[src/rtl/lab3_cov_tracker.sv]
// Vector coverage tracker: one seen bit per truth-table row plus a count of
// distinct rows marked since the last clear.
module lab3_cov_tracker
#(
  parameter int N_IN = 4
)(
  input  logic            clk_i,
  input  logic            rst_i,
  input  logic            clr_i,
  input  logic            mark_i,
  input  logic [N_IN-1:0] vec_i,
  output logic [N_IN:0]   cov_cnt_o,
  output logic            all_seen_o
);

  localparam int DEPTH = 1 << N_IN;

  logic [DEPTH-1:0] seen_q;
  logic [N_IN:0]    cnt_q;
  logic             fresh;

  assign fresh      = mark_i && !seen_q[vec_i];
  assign cov_cnt_o  = cnt_q;
  // Look-ahead: high in the cycle whose mark completes coverage, so the
  // owner can close the run on the same edge the last row is recorded.
  assign all_seen_o = (cnt_q == (N_IN+1)'(DEPTH)) ||
                      (fresh && (cnt_q == (N_IN+1)'(DEPTH - 1)));

  always_ff @(posedge clk_i) begin
    if (rst_i || clr_i) begin
      seen_q <= '0;
      cnt_q  <= '0;
    end else if (fresh) begin
      seen_q[vec_i] <= 1'b1;
      cnt_q         <= cnt_q + (N_IN+1)'(1);
    end
  end

endmodule

[config.mk]
export PLATFORM = sky130hd
export DESIGN_NAME = lab3_cov_tracker
export DESIGN_NICKNAME = d
export VERILOG_FILES = /design/src/rtl/lab3_cov_tracker.sv
export SDC_FILE = /design/constraint.sdc
export NUM_CORES = 1
export LEC_CHECK = 0
export BUFFER_PORTS_ARGS = -buffer_cell sky130_fd_sc_hd__buf_2
export CAP_MARGIN = 20
export CORE_UTILIZATION = 40
export DETAILED_ROUTE_END_ITERATION = 16
export GPL_ROUTABILITY_DRIVEN = 0
export HOLD_SLACK_MARGIN = 0.05
export PLACE_DENSITY_LB_ADDON = 0.12
export SYNTH_ARGS = -nofsm -noshare
export SYNTH_HDL_FRONTEND = slang
export SYNTH_SLANG_ARGS = --single-unit
export TNS_END_PERCENT = 20
[constraint.sdc]
create_clock -name clk_i -period 4.5 [get_ports clk_i]
set_input_delay 0 -clock clk_i [delete_from_list [all_inputs] [get_ports clk_i]]
set_output_delay 0 -clock clk_i [all_outputs]
set_load 0.01 [all_outputs]
# --- Yosys cells after proc, flatten, opt, wreduce, memory -nomap -nowiden ---
# Index checks and enable logic that the tools add are counted.
word_totals:
  regBits: 21
  out_inout_bits: 6
  word_cells: 18
op_classes:
  addsub: 1
  magnitude_cmp: 2
  n_eq_ne: 2
  muxes: 4
  bitwise_logic: 1
  n_reduce_logical: 6
ops:
  columns: ["cell", "count"]
  rows:
  - ["OR 16 bit", 1]
  - ["adder 5 x 1 -> 5 bit, second input constant", 1]
  - ["== test 5 x 4 -> 1 bit, second input constant", 1]
  - ["== test 5 bit, second input constant", 1]
  - ["less-than comparator 4 x 5 -> 1 bit, second input constant", 1]
  - ["binary-select mux 1 bit (select 4 bit)", 1]
  - ["demux 1 bit (select 4 bit)", 1]
  - ["greater-or-equal comparator 4 x 1 -> 1 bit, second input constant", 1]
  - ["logical AND 1 bit", 3]
  - ["logical OR 1 bit", 2]
  - ["2-to-1 mux 1 bit", 2]
  - ["logical NOT 1 bit", 1]

# --- Longest topological paths before layout ---
depth:
  word_depth: 6
  mapped_depth: 6

# --- Worst setup path before layout ---
# Ideal clock, no wire load.
synth_timing:
  kind: "flip-flop to flip-flop"
  from: "reg seen_q[3]"
  to: "reg cnt_q[3] (netlist: cov_cnt_o[3])"
  setup_ns: 0.118
  arrival_time_ns: 1.599
  path_slack_ns: 2.783
  stages_incl_launch_ff: 5
  n_path_buf: 0
  path_cell_list: "dfxtp_1 mux4_2 a22o_1 or4_1 mux2i_1"
synth_between:
  elab_chain_len: 4
synth_rtl:
  columns: ["item", "line_no", "text"]
  rows:
  - ["from (decl)", "18", "logic [DEPTH-1:0] seen_q;"]
  - ["from (signal assigned)", "31", "seen_q <= '0;"]
  - ["from (signal, indexed assignment)", "34", "seen_q[vec_i] <= 1'b1;"]
  - ["binary-select mux 1 bit (select 4 bit)", "22", "assign fresh = mark_i && !seen_q[vec_i];"]
  - ["2-to-1 mux 1 bit (implied by the code)", "22", null]
  - ["logical NOT 1 bit", "22", null]
  - ["logical AND 1 bit", "22", null]
  - ["to (signal assigned)", "35", "cnt_q <= cnt_q + (N_IN+1)'(1);"]
  - ["to (decl)", "19", "logic [N_IN:0] cnt_q;"]
# Every way passes these cells. The select of a mux whose other input is x is not followed.
# A chain may end at the register's enable or synchronous reset.

# --- Final worst setup path ---
layout_timing:
  from: "reg seen_q[3]"
  to: "out all_seen_o"
layout_between:
  elab_chain_len: 6
layout_rtl:
  columns: ["item", "line_no", "text"]
  rows:
  - ["binary-select mux 1 bit (select 4 bit)", "22", null]
  - ["2-to-1 mux 1 bit (implied by the code)", "22", null]
  - ["logical NOT 1 bit", "22", null]
  - ["logical AND 1 bit", "22", null]
  - ["logical AND 1 bit", "27", "(fresh && (cnt_q == (N_IN+1)'(DEPTH - 1)));"]
  - ["logical OR 1 bit", "26", "assign all_seen_o = (cnt_q == (N_IN+1)'(DEPTH)) ||"]
  - ["to (decl)", "13", "output logic all_seen_o"]
# Every way passes these cells. The select of a mux whose other input is x is not followed.

==> impl_metrics.yaml <==
clocking:
  htree_levels: 1
  clk_latency_ps: 310
  cts.repair.resized: 0
  cts_setup_buffers: 0
  numCtsBuffers: 3
  cts_tree: "done"
  cts_sinks: 21
  clkSlewWorstSetupHoldPaths_ps: 110
  clockBufferDepth: 2
  clockRootBuffer: "clkbuf_4"
yosys:
  synth_top_family_by_area: "compound AO/OA/AOI/OAI gates"
  async_reset_ff_share_pct: 0
  synth_xor_xnor_area_share_pct: 0
  synth_compound_area_share_pct: 21.3
  syn_inst: 104
  synth-main-ff-cell: "dfxtp_1"
  synth_edf_count: 0
  synth_mux_area_share_pct: 10.5
  synth_cell_types: 36
  postSynthAreaPerCell_sq_um: 9.82
  synth.area.top_cells: "dfxtp_1, a32o_1, mux4_2, a31oi_1, nor2_1"
  yosys.area_share.simple_pct: 19.1
  yosysTopAreaCell: "dfxtp_1"
  synth-seq-cells: 21
  syn_nets: 115
  post_synth_fa_ha_maj_area_fraction_pct: 3.68
  synth_area_sq_um: 1020
  synth_top_area_share_pct: 41.2
  yosysWarnings: 0
  synth-seq-area-share_pct: 41.2
setup_path:
  worst_setup_path_start_kind: "register"
  worst_path_largest_cell_delay_ps: 610
  crit_chain: "mux4_2 > a22o_1 > nor3_2 > a21o_1 > buf_2"
  worstPathArrival_ps: 2310
  r2r_slack_ps: 2480
  crit_slowest_cell: "nor3_2"
  end_kind: "output pin"
  path_max_fanout: 12
  critPathKind: "reg2out"
  worstPathRequired_ps: 4500
routing:
  vias: 859
  wirelength_um: 2230
  drc_errors: 0
  avgRoutedWirePerCell_um: 15.4
  avgViaCountPerCell: 5.92
  drtIter0Drc: 8
  antenna_left: 0
  drtPass1Iterations: 5
timing:
  rsz0062_at_grt: "false"
  whs_ps: 154
  skew_ps: 11.2
  setup_violations: 0
  fmax_ghz: 0.432
  slew_headroom_pct: 45.6
  min_period_ps: 2310
  tns_ps: 0
  worst-slew-pin-transition_ps: 813
  hold_viol: 0
  drv_slew: 0
  fin_crit_sh_pct: 51.4
place:
  hpwl_um: 1640
  io_buffers: 13
die:
  core_sq_um: 2320
  pin_count: 14
  rows: 17
  die_area_sq_um: 2760
  start_util_pct: 44.0
  die_w_um: 52.5
  die_h_um: 52.5
cells_and_area:
  diodes: 0
  final_util_pct: 49.0
  syn_to_final_growth_pct: 11.3
  layout_common_cells: "dfxtp_1, nor2_1, buf_2"
  final_net_count: 129
  layout-drive-gt1-share_pct: 19.7
  final_common_cell: "dfxtp_1"
pwr:
  leakagePower_uw: 0.000441
  ir_drop_v: 0.000223
  powerDensity_nw_per_um2: 277
grt:
  antenna_found_initial: 0
  grt-ovfl-total: 0
  first_global_vias: 832
  grtUsageTotal_pct: 19.5
  grt_first_pass_wirelength_um: 3750
  grt_max_degree: 14
worst_hold_path:
  holdCritPathClass: "in2reg"
flow_run:
  drv_cap: 0
outcome:
  status: "complete, no violations"
-- path summary, 6_finish.rpt --
| path | from | to | cells past startpoint |
|---|---|---|---|
| worst max-delay path | seen_q[3]$_SDFFE_PP0P_ | all_seen_o | 5 |
| worst max register to register | seen_q[3]$_SDFFE_PP0P_ | cov_cnt_o[1]$_SDFFE_PP0P_ | 4 |
| worst min register to register | seen_q[14]$_SDFFE_PP0P_ | seen_q[14]$_SDFFE_PP0P_ | 2 |
| worst min-delay path | vec_i[2] | seen_q[10]$_SDFFE_PP0P_ | 4 |
-- where the power goes --
part / total (uW) / leakage, uW / switching (uW) / internal (uW)
clock: 89.8 / 0.0000150 / 55.1 / 34.7
combinational: 35.6 / 0.000257 / 22.0 / 13.6
sequential: 189 / 0.000170 / 1.58 / 188
total: 315 / 0.000441 / 78.8 / 236
-- cells in the mapped netlist, drive strengths merged, types with 2 or more instances --
cell type,number
mux4,3
nor3,2
mux2i,4
a32o,8
nand2,5
buf,2
nor2,13
and2,2
nor2b,4
inv,3
nand3,2
dfxtp,21
ha,3
a31oi,9
clkbuf,4
-- per-layer routing --
metal | global-route usage (%) | vias up | part of all wire (%)
li1 | - | 421 | -
met1 | 23.2 | 413 | 45
met2 | 33.3 | 20 | 50
met3 | 3.48 | 5 | 3.0
met4 | 9.21 | 0 | 2.1
met5 | 0 | - | 0
-- registers in the layout, summed over array words and instances, names as in the netlist --
| name | count |
|---|---|
| cov_cnt_o | 5 |
| seen_q | 16 |
-- per-stage QoR --
| stage | power, uW | setup WS, ps | cell area, sq um | cells |
|---|---|---|---|---|
| floorplan | 218 | 2780 | 1020 | 104 |
| global placement | 227 | 2570 | 1090 | 139 |
| detailed placement | 228 | 2540 | 1090 | 139 |
| CTS | 318 | 2190 | 1140 | 145 |
| global route | 332 | 2030 | 1140 | 145 |
| finish | 315 | 2190 | 1140 | 145 |
-- worst max-delay path: cells and delay by family, from the launching register on --
kind,cells,cell delay (ps)
AO/OA/AOI/OAI,2,470
buffers and inverters,1,120
flip-flops,1,330
multiplexers,1,480
AND/OR/NAND/NOR,1,610
-- area by class of cell --
type	instances	area [sq um]
fillers	233	1180
flip-flops and latches	21	420
well taps	28	35.0
inverters	3	11.3
multi-input cells	74	558
repair buffers	15	85.1
clock buffers	4	26.3
-- logic make-up (layout without fill, tap and decap cells) --
kind of cell,count (synthesis),after routing
buffers and inverters,9,22
AND/OR/NAND/NOR,37,37
adder cells (fa/ha/maj),3,3
flip-flops,21,21
multiplexers,7,7
AO/OA/AOI/OAI,27,27
-- repair_timing --
action,4_1_cts,5_1_grt
hold buffers,2,0
endpoints found under the hold margin,1,0
endpoints found under the setup margin,0,0
No activity file was read; power rests on OpenSTA's default activity.
